===== src/rtl/lfsr_updown_param.sv =====
// Reversible XNOR LFSR counter with parallel load, lock-up recovery, a registered
// wrap pulse and a binary position tracker measured from the last seed/load point.
// WIDTH must be 3..32, TAPS[WIDTH-1] must be set, SEED must not be all-ones.
module lfsr_updown_param #(
    parameter int unsigned      WIDTH    = 8,
    parameter logic [WIDTH-1:0] TAPS     = WIDTH'(8'b10110001),
    parameter logic [WIDTH-1:0] SEED     = '0,
    parameter logic [WIDTH-1:0] TERM_FWD = {1'b1, {(WIDTH - 1){1'b0}}},
    parameter logic [WIDTH-1:0] TERM_REV = WIDTH'(1)
) (
    input  logic             clk,
    input  logic             reset_n,
    input  logic             enable,
    input  logic             up_down,
    input  logic             load,
    input  logic [WIDTH-1:0] load_value,
    output logic [WIDTH-1:0] count,
    output logic [WIDTH-1:0] position,
    output logic             overflow,
    output logic             wrap,
    output logic             lockup
);

    // All-ones is the XNOR lock-up state; PosMax is the last position before it wraps.
    localparam logic [WIDTH-1:0] AllOnes = '1;
    localparam logic [WIDTH-1:0] PosMax  = {{(WIDTH - 1){1'b1}}, 1'b0};

    logic [WIDTH-1:0] count_q, count_d;
    logic [WIDTH-1:0] pos_q, pos_d;
    logic             wrap_q, wrap_d;
    logic             lockup_q, lockup_d;

    logic [WIDTH-1:0] fwd_next;
    logic [WIDTH-1:0] rev_next;
    logic [WIDTH-1:0] pos_inc;
    logic [WIDTH-1:0] pos_dec;

    // Forward shifts left and appends the XNOR of the tapped bits; reverse undoes it by
    // recovering the old MSB from the appended bit and the remaining taps.
    assign fwd_next = {count_q[WIDTH-2:0], ~^(count_q & TAPS)};
    assign rev_next = {~(count_q[0] ^ (^(count_q[WIDTH-1:1] & TAPS[WIDTH-2:0]))),
                       count_q[WIDTH-1:1]};

    // Position counts modulo 2^WIDTH-1, matching the sequence period.
    assign pos_inc = (pos_q == PosMax) ? '0 : pos_q + WIDTH'(1);
    assign pos_dec = (pos_q == '0) ? PosMax : pos_q - WIDTH'(1);

    // Terminal-state detect follows the requested direction combinationally.
    always_comb begin
        overflow = up_down ? (count_q == TERM_REV) : (count_q == TERM_FWD);
    end

    // Next state: load beats enable beats hold; lock-up recovery replaces the step.
    always_comb begin
        count_d  = count_q;
        pos_d    = pos_q;
        wrap_d   = 1'b0;
        lockup_d = 1'b0;
        if (load) begin
            pos_d = '0;
            if (load_value == AllOnes) begin
                count_d  = SEED;
                lockup_d = 1'b1;
            end else begin
                count_d = load_value;
            end
        end else if (enable) begin
            if (count_q == AllOnes) begin
                count_d  = SEED;
                pos_d    = '0;
                lockup_d = 1'b1;
            end else begin
                wrap_d = overflow;
                if (up_down) begin
                    count_d = rev_next;
                    pos_d   = pos_dec;
                end else begin
                    count_d = fwd_next;
                    pos_d   = pos_inc;
                end
            end
        end
    end

    // State and pulse registers, cleared asynchronously to the seed.
    always_ff @(posedge clk or negedge reset_n) begin
        if (!reset_n) begin
            count_q  <= SEED;
            pos_q    <= '0;
            wrap_q   <= 1'b0;
            lockup_q <= 1'b0;
        end else begin
            count_q  <= count_d;
            pos_q    <= pos_d;
            wrap_q   <= wrap_d;
            lockup_q <= lockup_d;
        end
    end

    assign count    = count_q;
    assign position = pos_q;
    assign wrap     = wrap_q;
    assign lockup   = lockup_q;

endmodule


===== config.mk =====
export PLATFORM = sky130hd
export DESIGN_NAME = lfsr_updown_param
export DESIGN_NICKNAME = d
export VERILOG_FILES = /design/src/rtl/lfsr_updown_param.sv
export SDC_FILE = /design/constraint.sdc
export NUM_CORES = 1
export LEC_CHECK = 0
export ABC_AREA = 1
export ABC_CLOCK_PERIOD_IN_PS = 1800
export CORE_MARGIN = 3
export CORE_UTILIZATION = 51
export CTS_CLUSTER_SIZE = 28
export DETAILED_ROUTE_END_ITERATION = 8
export MAX_ROUTING_LAYER = met4
export PLACE_DENSITY_LB_ADDON = 0.08
export SLEW_MARGIN = 20
export SYNTH_ARGS = -nofsm -noshare
export SYNTH_HDL_FRONTEND = slang
export SYNTH_SLANG_ARGS = --single-unit

===== constraint.sdc =====
create_clock -name clk -period 1.8 [get_ports clk]
set_input_delay 0.27 -clock clk [delete_from_list [all_inputs] [get_ports clk]]
set_output_delay 0.27 -clock clk [all_outputs]
set_load 0.1 [all_outputs]

==> reports/qor.yml, run 1 <==
outcome: "complete, but fails checks"
violations: "setup timing"
max_cap_viol_count: 0
synth_area_per_cell_sq_um: 6.70
arrival_ns: 1.53
vias: 1734
yosysSeqAreaShare_pct: 28.9
drt-wirelength-per-cell_microns: 15.0
die_x_microns: 61.3
min_path_type: "input pin to asynchronous set/reset pin"
die_h_microns: 61.3
yosys_register_bits: 18
row_count: 19
hold_viol_final: 0
drc: 0
h-tree-depth: 1
crit_type: "input pin to output port"
crit_fanout: 4
io-pin-count: 32
skew_ns: 0.000826
clkTransAtPathRegs_ns: 0.11
fin_util_pct: 78.6
yosys_warnings: 0
grt_pass1_wl_microns: 7190
drive_gt1_share_pct: 27.3
cp.required_ns: 1.53
internal_power_w: 0.000930
max_stage_delay_ns: 0.58
slowest_stage: "clkdlybuf4s50_1"
cts_buffers: 3
mostFrequentLayoutCell: "nand2_1"
holdWs_ns: 0.282
overflow: 0
wl_met2_microns: 2400
leakage_nw: 1.09
endpoint_kind: "output port"
layout.nets: 295
p_sw_share_pct: 48.2
die_area_sq_um: 3760
period_minus_slack_ns: 1.80
dp_slack_ns: 0.0835
drv_slew: 0
route.antenna.remaining_nets: 0
firstDrtPassIters: 7
drt_wl_total_microns: 4590
viasPerCell: 5.67
net-switching-power_w: 0.000866
tightest_slew_ns: 0.315
core_sq_um: 2830
cts_tree: "done"
syn_area_sq_um: 1560
drt-initial-drc-count: 141
setup_viol: 1
n_antenna_cell: 0
cts_max_path_buffers: 2
grt_max_degree: 19
synth_nets: 252
grt_antenna_before_repair: 0
setup_slack_ns: -0.00199
worst_r2r_path_depth: 9
dr_wl_met3_microns: 252
first_global_vias: 1637
power_frac_seq_pct: 29.8
io_buffers: 31
postCtsHoldBufs: 0
area_growth_pct: 42.6
power.density_nw_per_um2: 807
cp_cell_sequence: "clkdlybuf4s50_1 > inv_2 > nand2_1 > nand4_1 > nor2_4 > buf_12"
grtUsageTotal_pct: 26.5
wl_met1_microns: 1750
finalCritPeriodShare_pct: 100
irDropWorstVdd_v: 0.000608
final_cell_mix: "70 x nand2_1, 36 x nand3_1, 25 x inv_1"
root_buffer: "clkbuf_4"
place_hpwl_microns: 3200
power_w: 0.00180
top_layer: "met4"
p_clk_share_pct: 15.2
place.gp.congestion: 0.975
power_frac_comb_pct: 55.1
max_freq_mhz: 555
synth_cells: 233
synth_cell_types: 30
start_util_pct: 55.2
slew_headroom_pct: 78.8
clkSinkCount: 18
start_kind: "input pin"
clock_latency_ns: 0.31
-- final timing paths --
| path | start | end | slack [ns] |
|---|---|---|---|
| setup / recovery | up_down | overflow | -0.002 |
| hold / removal | reset_n | position[7] | 0.28 |
| setup reg to reg | count[5] | count[2] | 0.15 |
| hold reg to reg | position[5] | position[5] | 0.59 |
| max in group asynchronous | reset_n | count[4] | 1.28 |
| min in group clk | load_value[1] | count[1] | 0.55 |
-- state kept, by name (all words and copies together) (netlist names) --
signal	flops
count	8
lockup	1
position	8
wrap	1
-- power groups by stage --
stage                     combinational (W)  clock, W  sequential, W
after floorplan                    0.000331         0       0.000825
after global placement             0.000917         0       0.000558
after detailed placement           0.000922         0       0.000557
after CTS                          0.000959  0.000274       0.000531
after global routing                0.00106  0.000290       0.000543
final                              0.000989  0.000272       0.000535
-- worst max-delay path: cells and delay by family --
| family | cells | cell delay, ns |
|---|---|---|
| buffers and inverters | 3 | 0.86 |
| and+or+nand+nor | 3 | 0.40 |
-- logic make-up (layout without fill, tap and decap cells) --
| group | count (synthesis) | in the layout | synth area share, % |
|---|---|---|---|
| buffers and inverters | 37 | 79 | 10.6 |
| adders and majority gates | 6 | 6 | 4.81 |
| AOI/OAI and AO/OA | 28 | 28 | 10.5 |
| xor gates and xnor gates | 2 | 2 | 1.12 |
| and+or+nand+nor | 142 | 142 | 44.1 |
| DFF | 18 | 18 | 28.9 |
-- stage by stage --
| step | setup TNS, ns | cells | instance area [sq um] |
|---|---|---|---|
| floorplan | -0.0358 | 233 | 1600 |
| global route | -0.0631 | 306 | 2220 |
| global placement | 0 | 298 | 2130 |
| detailed placement | 0 | 298 | 2130 |
| CTS | 0 | 305 | 2190 |
| finish | -0.00199 | 306 | 2220 |
-- repair_timing --
item                                    4_1_cts  5_1_grt
buffers inserted                              3        1
pin swaps                                     2        2
endpoints found under the setup margin        1        1
gates resized for setup                       0        5
-- metal layers --
| layer | vias to the layer above | GRT usage, % |
|---|---|---|
| met2 | 75 | 45.8 |
| met5 | - | - |
| met3 | 22 | 1.89 |
| met4 | 0 | 11.1 |
| met1 | 796 | 31.5 |
| li1 | 841 | - |
-- synthesized netlist by cell type, drive strengths merged --
master,n,area share (%)
o22ai,1,0.40
nor2,24,9.5
a21oi,7,2.5
nand3,36,12
nor3,1,0.64
buf,5,2.6
a31oi,6,2.4
inv,32,8.0
xnor2,1,0.56
o21ai,12,3.8
ha,6,4.8
o2111ai,1,0.56
xor2,1,0.56
dfrtp,18,29
o211ai,1,0.80
nor4,1,0.40
nand2,76,20
nand4,4,1.6
-- cell type report --
type                    instances  area, sq um
clock buffers                   4         36.3
fillers                       188          604
inverters                      32          128
flip-flops and latches         18          474
well taps                      31         38.8
repair buffers                 43          566
multi-input cells             178          982
Note: power is estimated with default switching activity, not from simulation.
==> run 2: changes to the inputs <==
--- a/config.mk
+++ b/config.mk
@@ -8,7 +8,7 @@
 export ABC_AREA = 1
 export ABC_CLOCK_PERIOD_IN_PS = 1800
 export CORE_MARGIN = 3
-export CORE_UTILIZATION = 51
+export CORE_UTILIZATION = 40
 export CTS_CLUSTER_SIZE = 28
 export DETAILED_ROUTE_END_ITERATION = 8
 export MAX_ROUTING_LAYER = met4
==> run 2 against run 1 <==
The flow now finishes without violations. Clock-buffer cell count unchanged. Critical path depth fell by 1. Register-to-register slack gained 0.08 ns. Fmax is 4.0% higher. Wire length shrank 10%. Sequential share of layout area decreased by 0.51 points. Power rose by 4.5%. Die area grew 25%. Final area increased by 2.5%. Clock power is 30% higher. Largest cell class unchanged. Largest power group unchanged.
==> reports/qor.yml, run 2 (synthesized netlist as in run 1, its figures left out) <==
skew_ns: 0.00325  # +0.00243 ns
die_area_sq_um: 4690  # +25%
finalNonFillerCells: 325  # +6.2%
dp.cells: 313  # +5.0%
power_frac_seq_pct: 28.8  # -1.0 points
rrSetupSlack_ns: 0.23  # +0.08 ns
endpoint_kind: "output port"
layout.nets: 297  # +0.68%
mostFrequentLayoutCell: "nand2_1"
max_stage_delay_ns: 0.51  # -0.07 ns
route.antenna.remaining_nets: 0  # unchanged
io_buffers: 31  # unchanged
finalCritPeriodShare_pct: 96.3  # -3.8 points
worst_r2r_path_depth: 9  # unchanged
drc: 0  # unchanged
clkSinkCount: 18  # unchanged
cp_cell_sequence: "inv_2 > ha_4 > o2111ai_4 > nor2_4 > buf_12"
cp.required_ns: 1.53  # about the same
cp-startpoint: "count[4]"
drv_slew: 0  # unchanged
drt_wl_total_microns: 4130  # -10%
clock_latency_ns: 0.26  # -0.05 ns
vias: 1624  # -6.3%
net-switching-power_w: 0.000863  # -0.32%
reg2reg_from: "position[0]"
p_sw_share_pct: 46.0  # -2.2 points
crit_type: "flip-flop to output port"
h-tree-depth: 1  # unchanged
internal_power_w: 0.00101  # +9.0%
setup_viol: 0  # -1
clkTransAtPathRegs_ns: 0.08  # -0.03 ns
overflow: 0  # unchanged
slowest_stage: "dfrtp_4"
root_buffer: "clkbuf_8"
grt_pass1_wl_microns: 6690  # -7.0%
dp_slack_ns: 0.0744  # -0.00907 ns
cts_tree: "done"
max_freq_mhz: 577  # +4.0%
period_minus_slack_ns: 1.73  # -0.0691 ns
max_cap_viol_count: 0  # unchanged
cts_max_path_buffers: 2  # unchanged
r2r_end: "position[0]"
place.gp.congestion: 0.875  # -10%
n_antenna_cell: 0  # unchanged
slew_headroom_pct: 74.7  # -4.1 points
area_growth_pct: 46.1
grtUsageTotal_pct: 19.4  # -7.0 points
critPathCapture: "overflow"
final_cell_mix: "70 x nand2_1, 36 x nand3_1, 25 x inv_1"
tightest_slew_ns: 0.378  # +0.0632 ns
drt-initial-drc-count: 121  # -14%
start_kind: "flip-flop"
die_x_microns: 68.5  # +12%
firstDrtPassIters: 4  # -3
cts_buffers: 3  # unchanged
start_util_pct: 42.0  # -13 points
grt_max_degree: 19  # unchanged
power.density_nw_per_um2: 823  # +2.0%
drive_gt1_share_pct: 27.8  # +0.53 points
rsz0062_at_grt: "no"
multiInputGateArea_sq_um: 982  # unchanged
fin_util_pct: 61.3  # -17 points
arrival_ns: 1.46  # -0.07 ns
n_fill_cell: 334  # +78%
grt_antenna_before_repair: 0  # unchanged
drt-wirelength-per-cell_microns: 12.7  # -15%
row_count: 22  # +3
leakage_nw: 1.11  # +2.5%
outcome: "complete, no violations"
postCtsHoldBufs: 0  # unchanged
core_sq_um: 3720  # +31%
ff_latch_area_sq_um: 474  # unchanged
die_h_microns: 68.5  # +12%
crit_fanout: 4  # unchanged
min_path_type: "input pin to asynchronous set/reset pin"
p_clk_share_pct: 18.9  # +3.7 points
viasPerCell: 5.00  # -12%
fin_tns_setup_ns: 0  # +0.00199 ns
power_frac_comb_pct: 52.3  # -2.8 points
io-pin-count: 32  # unchanged
irDropWorstVdd_v: 0.000517  # -15%
setup_slack_ns: 0.0671  # +0.0691 ns
place_hpwl_microns: 3110  # -2.9%
hold_viol_final: 0  # unchanged
first_global_vias: 1385  # -15%
==> run 2: cell types whose count changed in the layout (fill, tap and decap cells not counted) <==
cell,delta
clkbuf_4,-3
clkbuf_8,+3
buf_4,+2
clkdlybuf4s50_1,-1
dlymetal6s2s_1,+1
inv_2,+1
inv_4,-1
==> run 2: how the worst min path moves through the flow <==
stage / from / end / slack (ns) / depth (start not counted)
floorplan: reset_n / count[0] / -0.03 / 0
global placement: position[5] / position[5] / 0.56 / 2
detailed placement: position[5] / position[5] / 0.57 / 2
CTS: reset_n / wrap / 0.35 / 2
global route: reset_n / wrap / 0.37 / 2
finish: reset_n / wrap / 0.34 / 2
==> run 2: layout make-up <==
class	count	area share (%)
Inverter	32	5.49
Sequential cell	18	20.8
Multi-Input combinational cell	178	43.1
Tap cell	48	2.63
Clock buffer	4	2.41
Timing Repair Buffer	45	25.6
==> run 2: timing repair <==
action,CTS,global route
setup endpoints to repair,1,1
pin swaps,1,2
setup buffers,0,8
resized for setup,0,5
endpoints found under the hold margin,0,0
==> run 2: per-layer routing <==
metal  wire length, microns  track usage, %  vias up  part of all wire (%)
met5                      0               -        -                     0
met4                     42            5.71        0                   1.0
met3                    158            1.64        4                   3.8
met1                   2190            30.1      739                    53
met2                   1740            26.2       37                    42
li1                       -               -      844                     -
==> run 2: per-stage QoR <==
step	hold slack, ns	power [W]	instance area, sq um
2_1_floorplan	-0.0256	0.00116	1600
3_3_place_gp	0.562	0.00147	2140
3_5_place_dp	0.565	0.00147	2140
4_1_cts	0.354	0.00183	2190
5_1_grt	0.367	0.00197	2280
6_report	0.344	0.00188	2280
==> run 2: worst max-delay path, delay by kind of cell (launching register included) <==
kind / cells / cell delay (ns)
compound gates: 1 / 0.11
buf+inv: 2 / 0.27
simple gates: 1 / 0.16
flops: 1 / 0.51
fa+ha+maj: 1 / 0.14
==> run 2: power groups by stage <==
stage                     clock network, W  logic [W]  registers (W)
final                             0.000354   0.000982       0.000541
after CTS                         0.000357   0.000921       0.000550
after global placement                   0   0.000913       0.000558
after detailed placement                 0   0.000918       0.000557
after global routing              0.000367    0.00105       0.000551
after floorplan                          0   0.000331       0.000825
